[src/rtl/uart_pkg.sv]
// Shared UART definitions: baud encoding, transmitter states and the bit-period divisor.
package uart_pkg;

  localparam int unsigned DATA_BITS = 8;

  typedef enum logic [1:0] {
    BAUD24  = 2'b00,
    BAUD48  = 2'b01,
    BAUD96  = 2'b10,
    BAUD192 = 2'b11
  } baud_e;

  typedef enum logic [2:0] {
    IDLE,
    START,
    DATA,
    PARITY,
    STOP
  } tx_state_e;

  // Clock cycles per bit, truncated; unrecognised codes fall back to 9600.
  function automatic int unsigned bit_div(input baud_e baud, input int unsigned clk_hz);
    int unsigned rate;
    case (baud)
      BAUD24:  rate = 2400;
      BAUD48:  rate = 4800;
      BAUD96:  rate = 9600;
      BAUD192: rate = 19200;
      default: rate = 9600;
    endcase
    return clk_hz / rate;
  endfunction

endpackage

[src/rtl/uart_tx_bit_timer.sv]
// Bit-period counter: holds the divisor latched at accept and flags the last cycle of each bit.
module uart_tx_bit_timer #(
  parameter int unsigned DIV_W = 16
) (
  input  logic             clock,
  input  logic             reset_n,
  input  logic             load_i,
  input  logic             en_i,
  input  logic [DIV_W-1:0] div_i,
  output logic             bit_end_c
);

  logic [DIV_W-1:0] div_q;
  logic [DIV_W-1:0] cnt_q;
  logic [DIV_W-1:0] cnt_d;

  assign bit_end_c = en_i && (cnt_q == div_q - DIV_W'(1));

  always_comb begin
    cnt_d = cnt_q;
    if (load_i) begin
      cnt_d = '0;
    end else if (en_i) begin
      cnt_d = bit_end_c ? '0 : cnt_q + DIV_W'(1);
    end
  end

  always_ff @(posedge clock or negedge reset_n) begin
    if (!reset_n) begin
      div_q <= '0;
      cnt_q <= '0;
    end else begin
      cnt_q <= cnt_d;
      if (load_i) begin
        div_q <= div_i;
      end
    end
  end

endmodule

[src/rtl/uart_tx_engine.sv]
// UART transmitter: start bit, 8 data bits LSB first, optional parity, 1 or 2 stop bits.
module uart_tx_engine
  import uart_pkg::*;
#(
  parameter int unsigned CLK_FREQ_HZ = 50_000_000,
  parameter int unsigned DIV_W       = 16
) (
  input  logic       clock,
  input  logic       reset_n,
  input  logic [1:0] baud_rate,
  input  logic       parity_en,
  input  logic       parity_odd,
  input  logic       stop2,
  input  logic [7:0] tx_data,
  input  logic       tx_valid,
  output logic       tx_ready,
  output logic       tx,
  output logic       tx_busy,
  output logic       tx_done
);

  tx_state_e        state_q, state_d;
  logic [7:0]       shreg_q, shreg_d;
  logic [2:0]       bit_idx_q, bit_idx_d;
  logic             stop_idx_q, stop_idx_d;
  logic             par_en_q, par_en_d;
  logic             par_bit_q, par_bit_d;
  logic             stop2_q, stop2_d;
  logic             tx_q, tx_d;
  logic             ready_q, ready_d;
  logic             busy_q, busy_d;
  logic             done_q, done_d;
  logic             load_c;
  logic             bit_end_c;
  logic [DIV_W-1:0] div_sel_c;

  assign div_sel_c = DIV_W'(bit_div(baud_e'(baud_rate), CLK_FREQ_HZ));

  uart_tx_bit_timer #(.DIV_W(DIV_W)) u_timer (
    .clock     (clock),
    .reset_n   (reset_n),
    .load_i    (load_c),
    .en_i      (busy_q),
    .div_i     (div_sel_c),
    .bit_end_c (bit_end_c)
  );

  // Next-state and next-output logic; each transition loads the level for the coming bit.
  always_comb begin
    state_d    = state_q;
    shreg_d    = shreg_q;
    bit_idx_d  = bit_idx_q;
    stop_idx_d = stop_idx_q;
    par_en_d   = par_en_q;
    par_bit_d  = par_bit_q;
    stop2_d    = stop2_q;
    tx_d       = tx_q;
    done_d     = 1'b0;
    load_c     = 1'b0;

    case (state_q)
      IDLE: begin
        tx_d = 1'b1;
        if (tx_valid) begin
          load_c     = 1'b1;
          shreg_d    = tx_data;
          bit_idx_d  = '0;
          stop_idx_d = 1'b0;
          par_en_d   = parity_en;
          par_bit_d  = parity_odd ? ~^tx_data : ^tx_data;
          stop2_d    = stop2;
          state_d    = START;
          tx_d       = 1'b0;
        end
      end
      START: begin
        if (bit_end_c) begin
          state_d   = DATA;
          tx_d      = shreg_q[0];
          shreg_d   = shreg_q >> 1;
          bit_idx_d = '0;
        end
      end
      DATA: begin
        if (bit_end_c) begin
          if (bit_idx_q == 3'(DATA_BITS - 1)) begin
            if (par_en_q) begin
              state_d = PARITY;
              tx_d    = par_bit_q;
            end else begin
              state_d    = STOP;
              tx_d       = 1'b1;
              stop_idx_d = 1'b0;
            end
          end else begin
            tx_d      = shreg_q[0];
            shreg_d   = shreg_q >> 1;
            bit_idx_d = bit_idx_q + 3'd1;
          end
        end
      end
      PARITY: begin
        if (bit_end_c) begin
          state_d    = STOP;
          tx_d       = 1'b1;
          stop_idx_d = 1'b0;
        end
      end
      STOP: begin
        if (bit_end_c) begin
          tx_d = 1'b1;
          if (stop2_q && !stop_idx_q) begin
            stop_idx_d = 1'b1;
          end else begin
            state_d = IDLE;
            done_d  = 1'b1;
          end
        end
      end
      default: begin
        state_d = IDLE;
        tx_d    = 1'b1;
      end
    endcase

    ready_d = (state_d == IDLE);
    busy_d  = (state_d != IDLE);
  end

  always_ff @(posedge clock or negedge reset_n) begin
    if (!reset_n) begin
      state_q    <= IDLE;
      shreg_q    <= '0;
      bit_idx_q  <= '0;
      stop_idx_q <= 1'b0;
      par_en_q   <= 1'b0;
      par_bit_q  <= 1'b0;
      stop2_q    <= 1'b0;
      tx_q       <= 1'b1;
      ready_q    <= 1'b1;
      busy_q     <= 1'b0;
      done_q     <= 1'b0;
    end else begin
      state_q    <= state_d;
      shreg_q    <= shreg_d;
      bit_idx_q  <= bit_idx_d;
      stop_idx_q <= stop_idx_d;
      par_en_q   <= par_en_d;
      par_bit_q  <= par_bit_d;
      stop2_q    <= stop2_d;
      tx_q       <= tx_d;
      ready_q    <= ready_d;
      busy_q     <= busy_d;
      done_q     <= done_d;
    end
  end

  assign tx       = tx_q;
  assign tx_ready = ready_q;
  assign tx_busy  = busy_q;
  assign tx_done  = done_q;

endmodule
[config.mk]
export PLATFORM = sky130hd
export DESIGN_NAME = uart_tx_engine
export DESIGN_NICKNAME = d
export VERILOG_FILES = /design/src/rtl/uart_pkg.sv /design/src/rtl/uart_tx_bit_timer.sv /design/src/rtl/uart_tx_engine.sv
export SDC_FILE = /design/constraint.sdc
export NUM_CORES = 1
export LEC_CHECK = 0
export BUFFER_PORTS_ARGS = -buffer_cell sky130_fd_sc_hd__clkbuf_2
export CORE_AREA = 2 2 121 123
export DETAILED_ROUTE_END_ITERATION = 10
export DIE_AREA = 0 0 123 125
export GPL_TIMING_DRIVEN = 0
export SETUP_SLACK_MARGIN = 0.05
export SYNTH_ARGS = -nofsm -noshare
export SYNTH_HDL_FRONTEND = slang
export SYNTH_SLANG_ARGS = --single-unit
[constraint.sdc]
create_clock -name clock -period 3.6 [get_ports clock]
set_input_delay 0.18 -clock clock [delete_from_list [all_inputs] [get_ports clock]]
set_output_delay 0.18 -clock clock [all_outputs]
set_load 0.01 [all_outputs]
==> Word level (Yosys, flattened, before mapping) <==
Index checks and enable logic that the tools add are counted.
{ "classes": {"addsub": 3, "mul": 0, "n_div": 1, "magnitude_cmp": 0, "eq_ne": 19, "n_shift": 0, "mux": 44, "bitwise_logic": 0, "reduce_logical": 17} }
{ "op_table": {"columns": ["operator", "count"], "rows": [
  ["32-bit one-hot mux with 4 select lines", 1],
  ["16-bit two-way mux", 3],
  ["3-bit two-way mux", 12],
  ["26-bit by 32-bit divider with 32-bit output, first input constant", 1],
  ["8-bit two-way mux", 4],
  ["8-bit one-hot mux with 3 select lines", 1],
  ["1-bit two-way mux", 19],
  ["16-bit by 1-bit adder with 16-bit output, second input constant", 1],
  ["16-bit equality test", 1],
  ["16-bit by 1-bit subtractor with 16-bit output, second input constant", 1],
  ["3-bit one-hot mux with 5 select lines", 1],
  ["2-bit by 1-bit inequality test with 1-bit output, second input constant", 5],
  ["2-bit inequality test, second input constant", 5],
  ["3-bit one-hot mux with 3 select lines", 1],
  ["1-bit one-hot mux with 4 select lines", 2],
  ["8-bit AND reduction", 1],
  ["8-bit XNOR reduction", 1],
  ["8-bit parity", 1],
  ["3-bit by 2-bit equality test with 1-bit output, second input constant", 2],
  ["3-bit equality test, second input constant", 2],
  ["3-bit zero test", 2],
  ["3-bit nonzero test", 2],
  ["5-bit AND reduction", 1],
  ["2-bit equality test, second input constant", 2],
  ["other kinds (11)", 12]
]} }
{ "totals": {"ff_bits": 54, "latchBits": 0, "mem_bits_rw": 0, "romBits": 0, "in_bits": 16, "out_inout_bits": 4, "word_cells": 97, "n_memories": 0} }

==> Logic depth before layout (Yosys ltp) <==
Gate-level depths: netlist of the first run.
{ "depth": {"word_depth": 6, "ltp_mapped": 71, "ltp_nobuf": 61} }

==> Hierarchy <==
From an unflattened synthesis of the first run, not the netlist that was laid out.
{ "hier_totals": {"hier_cells": 774, "area_unflattened_um2": 6078.3} }
{ "by_module_without_submodules": {"columns": ["module", "instances", "cells_per_inst", "area_per_inst_um2", "seq_area_each_um2"], "rows": [
  ["uart_tx_engine", 1, 576, 4134.0, 553.0],
  ["uart_tx_bit_timer", 1, 198, 1944.4, 800.8]
]} }

==> Least setup slack after synthesis of the first run <==
OpenSTA, ideal clock, no wires.
{ "synth_path": {"path_kind": "input to register", "startpoint": "input port baud_rate[1]", "endpoint": "register u_timer.div_q[1]", "setup_ns": 0.124, "t_arrival_ns": 13.859, "t_required_ns": 3.476, "path_slack_ns": -10.382, "stages": 70, "n_path_buf": 10, "path_cell_list": "inv_1 > ha_1 > clkbuf_1 > clkinv_1 > ha_1 > or2_2 > ha_1 > clkbuf_1 > nor3b_1 > a21oi_1 > nor2_1 > ha_1 > clkbuf_1 > a21oi_1 > o221ai_1 > or3b_2 > nor2b_1 > nor2_1 > [... 34 more ...] > nand2_1 > a21oi_1 > nand3_1 > mux2i_1 > nand2_1 > o31a_1 > o32a_1 > or2_0 > buf_2 > a211o_1 > or3_4 > or2_1 > buf_6 > a31oi_4 > o21ai_1 > a2bb2oi_1 > o41a_1 > o31a_1"} }
{ "synth_via": {"elab_chain_cells": 3, "elab_cells_between_ends": 6, "classes_between": "div (1); eq/ne (3); mux (1); reduce/logical (1)"} }
{ "synth_lines": {"columns": ["item", "line_no", "source"], "rows": [
  ["start, declared", "uart_tx_engine.sv:10", "input logic [1:0] baud_rate,"],
  ["2-bit equality test (tied with other cells)", "uart_pkg.sv:24", "case (baud)"],
  ["32-bit one-hot mux with 4 select lines (*)", "uart_pkg.sv:24", null],
  ["26-bit by 32-bit divider with 32-bit output (*)", "uart_pkg.sv:31", "return clk_hz / rate;"],
  ["end signal, assigned", "uart_tx_bit_timer.sv:35", "div_q <= div_i;"],
  ["end, declared", "uart_tx_bit_timer.sv:13", "logic [DIV_W-1:0] div_q;"]
]} }
Mark *: on every way between the ends. The rest lies on a longest branch, timed or not. The select of a mux whose other input is x is not followed.
A chain may end at the register's enable or synchronous reset.

==> Final worst setup path of the first run <==
Same ends and word-level chain as after synthesis.

==> results of run 1 <==
==> sequential cells by signal, indices dropped and copies added, names as in the netlist <==
signal,count
u_timer.cnt_q,16
tx_ready,1
tx,1
stop2_q,1
stop_idx_q,1
u_timer.div_q,13
tx_busy,1
bit_idx_q,3
tx_done,1
state_q,3
par_bit_q,1
shreg_q,8
par_en_q,1
==> worst max-delay path, delay by kind of cell <==
kind            cells  cell delay (ps)
compound gates     22             3910
simple gates       25             3890
fa+ha+maj           9             2070
buf+inv            11             1410
mux                 3              730
==> final cells by class <==
cell class | count | share of cell area (%)
inverters | 28 | 1.818
clock buffers | 7 | 1.867
clock inverters | 1 | 0.1147
plain buffers | 47 | 4.898
repair buffers | 92 | 9.337
well taps | 184 | 3.014
multi-input cells | 678 | 62.19
flip-flops and latches | 51 | 16.76
==> worst max-delay path by stage <==
stage,startpoint,to,slack [ps],cells past startpoint
4_1_cts,baud_rate[1],u_timer.div_q[1],-8490,70
3_5_place_dp,baud_rate[1],u_timer.div_q[1],-10480,71
2_1_floorplan,baud_rate[1],u_timer.div_q[1],-8540,70
3_3_place_gp,baud_rate[1],u_timer.div_q[1],-10370,70
6_report,baud_rate[1],u_timer.div_q[1],-8450,70
5_1_grt,baud_rate[1],u_timer.div_q[1],-8900,70
==> power groups by stage <==
| stage | Sequential, mW | Clock (mW) | Combinational, mW |
|---|---|---|---|
| 2_1_floorplan | 0.890 | 0 | 1.33 |
| 3_3_place_gp | 0.924 | 0 | 1.64 |
| 3_5_place_dp | 0.932 | 0 | 1.69 |
| 4_1_cts | 0.933 | 0.508 | 1.96 |
| 5_1_grt | 0.976 | 0.535 | 2.30 |
| 6_report | 0.949 | 0.496 | 2.10 |
==> layout by cell type, fill, tap and decap left out, types with 6 or more instances in the layout <==
master / Yosys / final
nand3_1: 25 / 24
nor2_1: 93 / 86
mux2i_1: 19 / 17
buf_4: 0 / 64
a21o_1: 6 / 6
buf_6: 4 / 11
clkbuf_16: 0 / 11
clkbuf_8: 0 / 6
clkbuf_1: 42 / 28
o21ai_0: 79 / 72
nor2b_1: 9 / 8
a31oi_1: 15 / 12
nor3_1: 16 / 12
ha_4: 0 / 8
dfrtp_1: 49 / 48
xor2_1: 20 / 20
clkbuf_2: 0 / 18
o211ai_1: 9 / 9
nand2b_1: 21 / 21
nor3b_1: 9 / 8
and3_1: 16 / 15
inv_1: 24 / 19
xnor2_1: 21 / 20
or3_1: 6 / 6
a21oi_1: 60 / 57
a211oi_1: 9 / 7
nand2_1: 85 / 78
nand2_2: 1 / 6
ha_1: 26 / 16
==> layer usage <==
metal	vias up	share of wire, %	global-route usage (%)
met1	3203	41	33.16
met2	305	48	42.70
met4	0	4.9	12.17
met3	84	6.2	2.464
met5	-	0	0
li1	3127	-	-
==> cell usage after synthesis (all sizes together), types with 5 or more instances <==
| cell type | instances |
|---|---|
| clkbuf | 42 |
| o211ai | 9 |
| o21ai | 80 |
| or2 | 7 |
| a21oi | 60 |
| a21boi | 6 |
| a31oi | 18 |
| and3 | 17 |
| nand4 | 5 |
| nand3b | 5 |
| o2111ai | 6 |
| nor3 | 17 |
| a21o | 6 |
| xnor2 | 21 |
| buf | 10 |
| mux2i | 21 |
| xor2 | 20 |
| nor2b | 9 |
| mux2 | 5 |
| a211oi | 9 |
| inv | 24 |
| ha | 26 |
| nand3 | 25 |
| nor4 | 6 |
| nor2 | 93 |
| and2 | 6 |
| nor3b | 9 |
| or3 | 7 |
| nand2b | 21 |
| dfrtp | 49 |
| nand2 | 86 |
==> what timing repair did <==
item	in CTS	in global routing
endpoints found under the setup margin	36	28
endpoints found under the hold margin	0	11
pin swaps	45	52
setup buffers	58	11
gates cloned	1	0
resized for setup	81	33
hold buffers	0	1
==> logic make-up (layout without fill, tap and decap cells) <==
logic type	after synthesis	after routing
AND/OR/NAND/NOR	333	333
AO/OA/AOI/OAI	251	251
buffers and inverters	80	175
flip-flops	51	51
XOR/XNOR	41	41
adder cells (fa/ha/maj)	26	26
multiplexers	26	26
other	1	1
==> stage by stage <==
stage	power (mW)	hold WS [ps]	util, %	instances	area (um2)
after floorplan	2.219	-115.6	-	809	6138
after global routing	3.814	104.4	53.78	1088	7639
final	3.542	92.77	53.78	1088	7639
after detailed placement	2.620	404.5	45.60	1013	6477
after global placement	2.569	395.1	45.51	1012	6464
after CTS	3.398	90.57	52.24	1078	7420
==> impl_metrics.ini, run 1 <==
[routing]
wl_um = 19990
firstDrtPassIters = 5
drtIter0Drc = 563
drc = 0
vias_per_cell = 6.176
ant_nets = 0
vias = 6719
wl_per_cell_um = 18.37

[die]
die_y_um = 125
rows = 44
dieArea_um2 = 15380
die_w_um = 123
ioPinCount = 20
core-area_um2 = 14200
start_util_pct = 41.70

[synthesis]
synth_warnings = 0
synth_simple_gate_area_share_pct = 28.37
synthXorXnorAreaFrac_pct = 6.063
synth_compound_area_share_pct = 27.97
postSynthCellCount = 809
async_reset_ff_share_pct = 100.0
yosys.area.top_type_share_pct = 20.70
synthAdderAreaFrac_pct = 5.492
synth_seq_area_share_pct = 21.59
muxShareOfSynthArea_pct = 4.774
syn_avg_cell_area_um2 = 7.322
synth_edf_count = 0
syn_nets = 851
synth_area_leaders = dfrtp_1, o21ai_0, nor2_1
syn_area_um2 = 5923
synth_top_family_by_area = simple AND/OR/NAND/NOR gates
synth_cell_type_count = 91
ys.flop_type = dfrtp_1
yosysTopAreaCell = dfrtp_1
ys_seq_elements = 51

[layout]
final_nets = 945
multi_input_area_um2 = 4751
drive_above_1_share_pct = 23.67
area_delta_synth_final_pct = 28.96
seq_area_um2 = 1280
antenna_cells = 0
nFillCells = 1337

[place]
gp_congestion = 0.9745
dp_slack_ps = -10480
dpl.hpwl_um = 13450
numPortBuffers = 19

[sta]
fin_ws_ps = -8453
finalSetupViolations = 4
max_freq_mhz = 82.97
tns_ps = -30920
grt_setup_unrepaired = true
min_period_ps = 12050
finalCritPeriodShare_pct = 334.8
slew_headroom_pct = 38.95
skew_ps = 7.052
finalMaxSlewViolations = 0
final-hold-violation-count = 0
worst_slew_pin_slew_ps = 915.7

[clock_network]
cts_made_buffers = 5
clk_latency_ps = 300
htreeDepth = 2
cts_tree = done
clockBufferDepth = 2
cts.sinks = 51
clock_tree.root_cell = clkbuf_16
clk_pin_slew_ps = 70

[worst_hold_path]
hold_depth = 3
min_to = par_en_q
hp-start = parity_en
min_path_type = primary input to flip-flop

[power_and_ir_drop]
netSwitchingPower_mw = 1.546
max-vdd-ir-drop_v = 0.0002143
pwr-share-comb_pct = 59.2
p_leak_nw = 3.217
clockPowerShare_pct = 14.0
cellPowerDensity_nw_per_um2 = 463.7
swShare_pct = 43.65
internal_power_mw = 1.996
pwr-share-seq_pct = 26.8

[run_status]
violations = setup timing
outcome = complete, but fails checks

[worst_setup_path]
reg2reg_from = u_timer.div_q[1]
path_max_fanout = 5
reg2regPathDepth = 17
slowest_delay_ps = 410
r2r-end = u_timer.cnt_q[5]
startpoint_type = primary input
cp.arrival_ps = 12230
end_kind = flip-flop
rrSetupSlack_ps = 180
crit_slowest_cell = o41a_1
required_ps = 3780
worstSetupPathType = primary input to flip-flop
cp_common_cell = ha_4

[grt]
grt_usage_pct = 25.67
grt_pass1_wl_um = 32220
grt_pass1_vias = 6476
antenna_found_initial = 0
grt_overflow = 0
grt_max_degree = 52

[flow_run]
cap_violations = 0
(Power assumes the default switching activity.)
==> run 2, diff against run 1 <==
- BUFFER_PORTS_ARGS: -buffer_cell sky130_fd_sc_hd__clkbuf_2 -> unset
- CTS_BUF_LIST: unset -> sky130_fd_sc_hd__clkbuf_16
- DONT_BUFFER_PORTS: unset -> 1
- HOLD_SLACK_MARGIN: unset -> 0.02
==> run 2 against run 1 <==
Compared with the run above: the run still ends with setup timing left; register-to-register slack barely moved; core utilization fell by 1.1 points; die area unchanged; clock skew decreased by 0.56 ps; final cell count shrank 2.0%; total power shrank 3.1%; critical path type unchanged; largest power group unchanged.
==> impl_metrics.ini, run 2 (same netlist as run 1, synthesis figures left out) <==
[run_status]
outcome = complete, but fails checks
violations = setup timing

[worst_setup_path]
path_buf_inv = 12
slowest_delay_ps = 440
reg2regPathDepth = 17
cp.depth = 70
end_kind = flip-flop
path_max_fanout = 6
crit_slowest_cell = o41a_1
startpoint_type = primary input
cp.arrival_ps = 12160
cp_common_cell = buf_6
worst_path_dominant_cell_family = simple AND/OR/NAND/NOR gates
required_ps = 3780
worstSetupPathType = primary input to flip-flop

[layout]
area_delta_synth_final_pct = 26.43
final_cell_mix = nor2_1, nand2_1, o21ai_0
nFillCells = 1344
finalInstanceArea_um2 = 7488
drive_above_1_share_pct = 21.54
regMostFlops = u_timer.cnt_q
multi_input_area_um2 = 4750
post-route-util_pct = 52.72
largest_reg_flops = 16
antenna_cells = 0
reg_top3 = u_timer.cnt_q (16), u_timer.div_q (13), shreg_q (8)
final_nets = 923
seq_area_um2 = 1280
final_common_cell = nor2_1

[grt]
grt_usage_pct = 25.19
grt_pass1_wl_um = 31760
antenna_found_initial = 0
grt_overflow = 0
grt_max_degree = 52
grt_pass1_vias = 6364

[routing]
highest_layer = met4
wl_met3_um = 1329
drtIter0Drc = 519
vias = 6551
ant_nets = 0
wl_met2_um = 9598
wl_um = 19880
firstDrtPassIters = 6
drc = 0
vias_per_cell = 6.145
met1_length_um = 8140
wl_per_cell_um = 18.65

[die]
core-area_um2 = 14200
ioPinCount = 20
rows = 44
dieArea_um2 = 15380
die_y_um = 125
start_util_pct = 41.70
die_w_um = 123

[clock_network]
clk_latency_ps = 300
htreeDepth = 2
cts_made_buffers = 5
cts_tree = done
clockBufferDepth = 2
clock_tree.root_cell = clkbuf_16
clk_pin_slew_ps = 70
cts.sinks = 51

[power_and_ir_drop]
power_mw = 3.432
p_leak_nw = 3.114
cellPowerDensity_nw_per_um2 = 458.3
max-vdd-ir-drop_v = 0.0001967

[place]
post_dp_cell_area_um2 = 6382
numPortBuffers = 0
dpl.hpwl_um = 13170
gp_congestion = 0.9987

[sta]
max_freq_mhz = 83.50
slew_headroom_pct = 36.80
final-hold-violation-count = 0
min_period_ps = 11980
skew_ps = 6.496
grt_setup_unrepaired = true
finalSetupViolations = 4
finalMaxSlewViolations = 0
finalCritPeriodShare_pct = 332.7
fin_ws_ps = -8376
worst_slew_pin_slew_ps = 944.6

[worst_hold_path]
min_path_type = primary input to flip-flop
hold_depth = 2

[flow_run]
cap_violations = 0
[run 2: cell types whose count changed in the layout (fill, tap and decap cells not counted), sizes merged]
cell,before,now
buf,81,78
clkbuf,64,41
clkinv,5,6
clkinvlp,2,3
dlygate4sd3,1,3
[run 2: stage by stage]
stage               TNS, ps  cells  hold WS (ps)  setup WS [ps]
floorplan            -30650    809        -115.6          -8536
global placement     -48470    993        -114.5         -10150
detailed placement   -51300    994        -114.4         -10200
CTS                  -30450   1058         52.26          -8339
global route         -31470   1066         60.20          -8751
finish               -30050   1066         49.16          -8376
[run 2: final cells by class]
cell class                 count  area share, %
multi-input combinational    678          63.43
sequential                    51          17.09
timing repair buffer          71          7.903
buffer                        46          4.645
tap                          184          3.074
inverter                      28          1.855
clock buffer                   5          1.671
clock inverter                 3         0.3342
[run 2: final timing paths]
| check | startpoint | slack [ps] | to |
|---|---|---|---|
| max | baud_rate[1] | -8380 | u_timer.div_q[1] |
| min | tx_data[7] | 50 | shreg_q[7] |
| max reg2reg | u_timer.div_q[1] | 190 | tx_ready |
| min reg2reg | par_bit_q | 490 | par_bit_q |
| max in group asynchronous | reset_n | 2930 | tx_ready |
| min in group asynchronous | reset_n | 410 | u_timer.cnt_q[12] |
[run 2: where the power goes]
part	internal [mW]	switching, mW
Combinational	0.889	1.10
Sequential	0.766	0.183
Clock	0.261	0.232
[run 2: what timing repair did]
action                     4_1_cts  5_1_grt
hold endpoints to repair        53        0
setup endpoints to repair       37       35
hold buffers                     4        0
pin swaps                       40       45
gates resized for setup         64       44
buffers inserted                55       19
[run 2: metal layers]
metal / track usage [%] / vias up
met4: 12.17 / 0
met5: 0 / -
li1: - / 3082
met2: 41.92 / 309
met3: 2.692 / 72
met1: 32.24 / 3088
[run 2: worst reg2reg max path: cells and delay by family, from the launching register on]
kind | cells | cell delay [ps]
DFF | 1 | 420
xor gates and xnor gates | 1 | 130
buffers and inverters | 3 | 280
and+or+nand+nor | 11 | 2280
AOI/OAI and AO/OA | 1 | 100
adders and majority gates | 1 | 140
==> run 3, diff against run 2 <==
- GPL_TIMING_DRIVEN: 0 -> 1
- TNS_END_PERCENT: unset -> 30
==> run 3 against run 2 <==
Compared with the run above: the run still ends with setup timing left; sequential share of layout area fell by 0.70 points; sequential cell count stayed put; critical path depth down 9; largest power group unchanged; non-clock buffer count up 51.
==> impl_metrics.ini, run 3 (same netlist as run 1, synthesis figures left out) <==
[run_status]
outcome = complete, but fails checks
violations = setup timing

[place]
dpl.hpwl_um = 14010
gp_congestion = 0.9245
numPortBuffers = 0
dpl.cell_count = 1082

[layout]
largest_reg_flops = 16
area_delta_synth_final_pct = 31.66
reg_top3 = u_timer.cnt_q (16), u_timer.div_q (13), shreg_q (8)
final_nets = 974
final_cell_mix = buf_4, nor2_1, nand2_1
final_common_cell = buf_4
regMostFlops = u_timer.cnt_q
antenna_cells = 0
post_layout_nonfiller_instances = 1117
drive_above_1_share_pct = 27.97

[power_and_ir_drop]
netSwitchingPower_mw = 1.499
clockPowerShare_pct = 15.1
swShare_pct = 41.98
internal_power_mw = 2.071
pwr-share-seq_pct = 28.1
p_leak_nw = 3.411
cellPowerDensity_nw_per_um2 = 457.8
max-vdd-ir-drop_v = 0.0002629
pwr-share-comb_pct = 56.9

[flow_run]
cap_violations = 0

[die]
core-area_um2 = 14200
die_y_um = 125
dieArea_um2 = 15380
rows = 44
die_w_um = 123
start_util_pct = 41.70
ioPinCount = 20

[clock_network]
clk_latency_ps = 290
cts_tree = done
clk_pin_slew_ps = 70
clockBufferDepth = 2
cts.sinks = 51
clock_tree.root_cell = clkbuf_16
htreeDepth = 2
cts_made_buffers = 5

[sta]
finalSetupViolations = 4
finalMaxSlewViolations = 0
tns_ps = -24150
max_freq_mhz = 96.68
fin_ws_ps = -6743
finalCritPeriodShare_pct = 287.3
final-hold-violation-count = 0
min_period_ps = 10340
whs_ps = 64.21
grt_setup_unrepaired = true
skew_ps = 3.258
worst_slew_pin_slew_ps = 1023
slew_headroom_pct = 31.54

[routing]
drc = 0
wl_um = 19750
firstDrtPassIters = 4
vias_per_cell = 5.934
vias = 6628
ant_nets = 0
wl_per_cell_um = 17.68
drtIter0Drc = 445

[grt]
grt_max_degree = 52
antenna_found_initial = 0
grt_overflow = 0
grt_pass1_wl_um = 31980
grt_usage_pct = 25.39
grt_pass1_vias = 6517

[worst_setup_path]
crit_slowest_cell = o41a_1
worst_path_dominant_cell_family = simple AND/OR/NAND/NOR gates
slowest_delay_ps = 420
path_max_fanout = 5
cp.arrival_ps = 10520
startpoint_type = primary input
path_buf_inv = 2
required_ps = 3770
worstSetupPathType = primary input to flip-flop
end_kind = flip-flop

[worst_hold_path]
min_path_type = primary input to flip-flop
run 3: cell count changes in the layout (fill, tap and decap cells not counted), sizes merged:
cell      before  now
buf           78  163
bufinv         0    1
clkinvlp       3    1
inv           22   23
clkbuf        41    7
run 3: through the flow:
stage          worst slack (ps)  power (mW)  cell area [um2]  util [%]
6_report                  -6743       3.570             7799     54.91
2_1_floorplan             -8536       2.219             6138         -
3_3_place_gp              -7125       2.727             7147     50.32
4_1_cts                   -6716       3.409             7532     53.03
3_5_place_dp              -7392       2.784             7147     50.32
5_1_grt                   -7283       3.866             7799     54.91
run 3: worst paths after layout:
| check | start | endpoint | slack [ps] | depth (start not counted) |
|---|---|---|---|---|
| worst max-delay path | baud_rate[1] | u_timer.div_q[1] | -6740 | 61 |
| worst min-delay path | tx_data[7] | shreg_q[7] | 60 | 2 |
| worst max register to register | u_timer.div_q[0] | bit_idx_q[0] | 160 | 16 |
| worst min register to register | par_bit_q | par_bit_q | 510 | 2 |
| max in group asynchronous | reset_n | tx | 2910 | 2 |
| min in group asynchronous | reset_n | u_timer.cnt_q[13] | 430 | 2 |
run 3: area by class of cell:
| class | instances | area [um2] |
|---|---|---|
| clock buffer | 5 | 125.1 |
| clock inverter | 3 | 43.79 |
| fill | 1370 | 6405 |
| inverter | 28 | 121.4 |
| multi-input combinational | 678 | 4662 |
| sequential | 51 | 1279 |
| tap | 184 | 230.2 |
| timing repair buffer | 168 | 1338 |
run 3: power groups by stage:
| stage | clock [mW] | combinational [mW] | sequential (mW) |
|---|---|---|---|
| after floorplan | 0 | 1.33 | 0.890 |
| after global placement | 0 | 1.74 | 0.984 |
| after detailed placement | 0 | 1.79 | 0.998 |
| after CTS | 0.548 | 1.87 | 0.989 |
| after global routing | 0.581 | 2.25 | 1.03 |
| final | 0.539 | 2.03 | 1.00 |
run 3: layer usage:
layer	global-route usage (%)	vias to the layer above	wire length [um]	share of wire, %
li1	-	3184	-	-
met1	32.40	3215	8452	43
met2	44.65	186	9981	51
met3	2.464	43	789	4.0
met4	7.955	0	524	2.7
met5	0	-	0	0
run 3: worst register-to-register path, stage by stage, from the launching register on:
cell      delay (ps)
dfrtp_1          420
inv_2            100
ha_4             140
nand2b_1          80
or4_4            460
nor2_4           180
nand3_2          140
nor2_2           130
xnor2_1          160
nor4b_4          340
and4b_2          310
and2_1           150
nor2_1            50
nor2_1            90
a21oi_1           60
nor2_2           180
mux2_2           350
run 3: what timing repair did:
action,CTS,global route
endpoints found under the setup margin,27,35
gates resized for setup,25,37
hold buffers,4,0
cloned,0,2
hold endpoints to repair,53,0
setup buffers,9,12
pin swaps,11,16
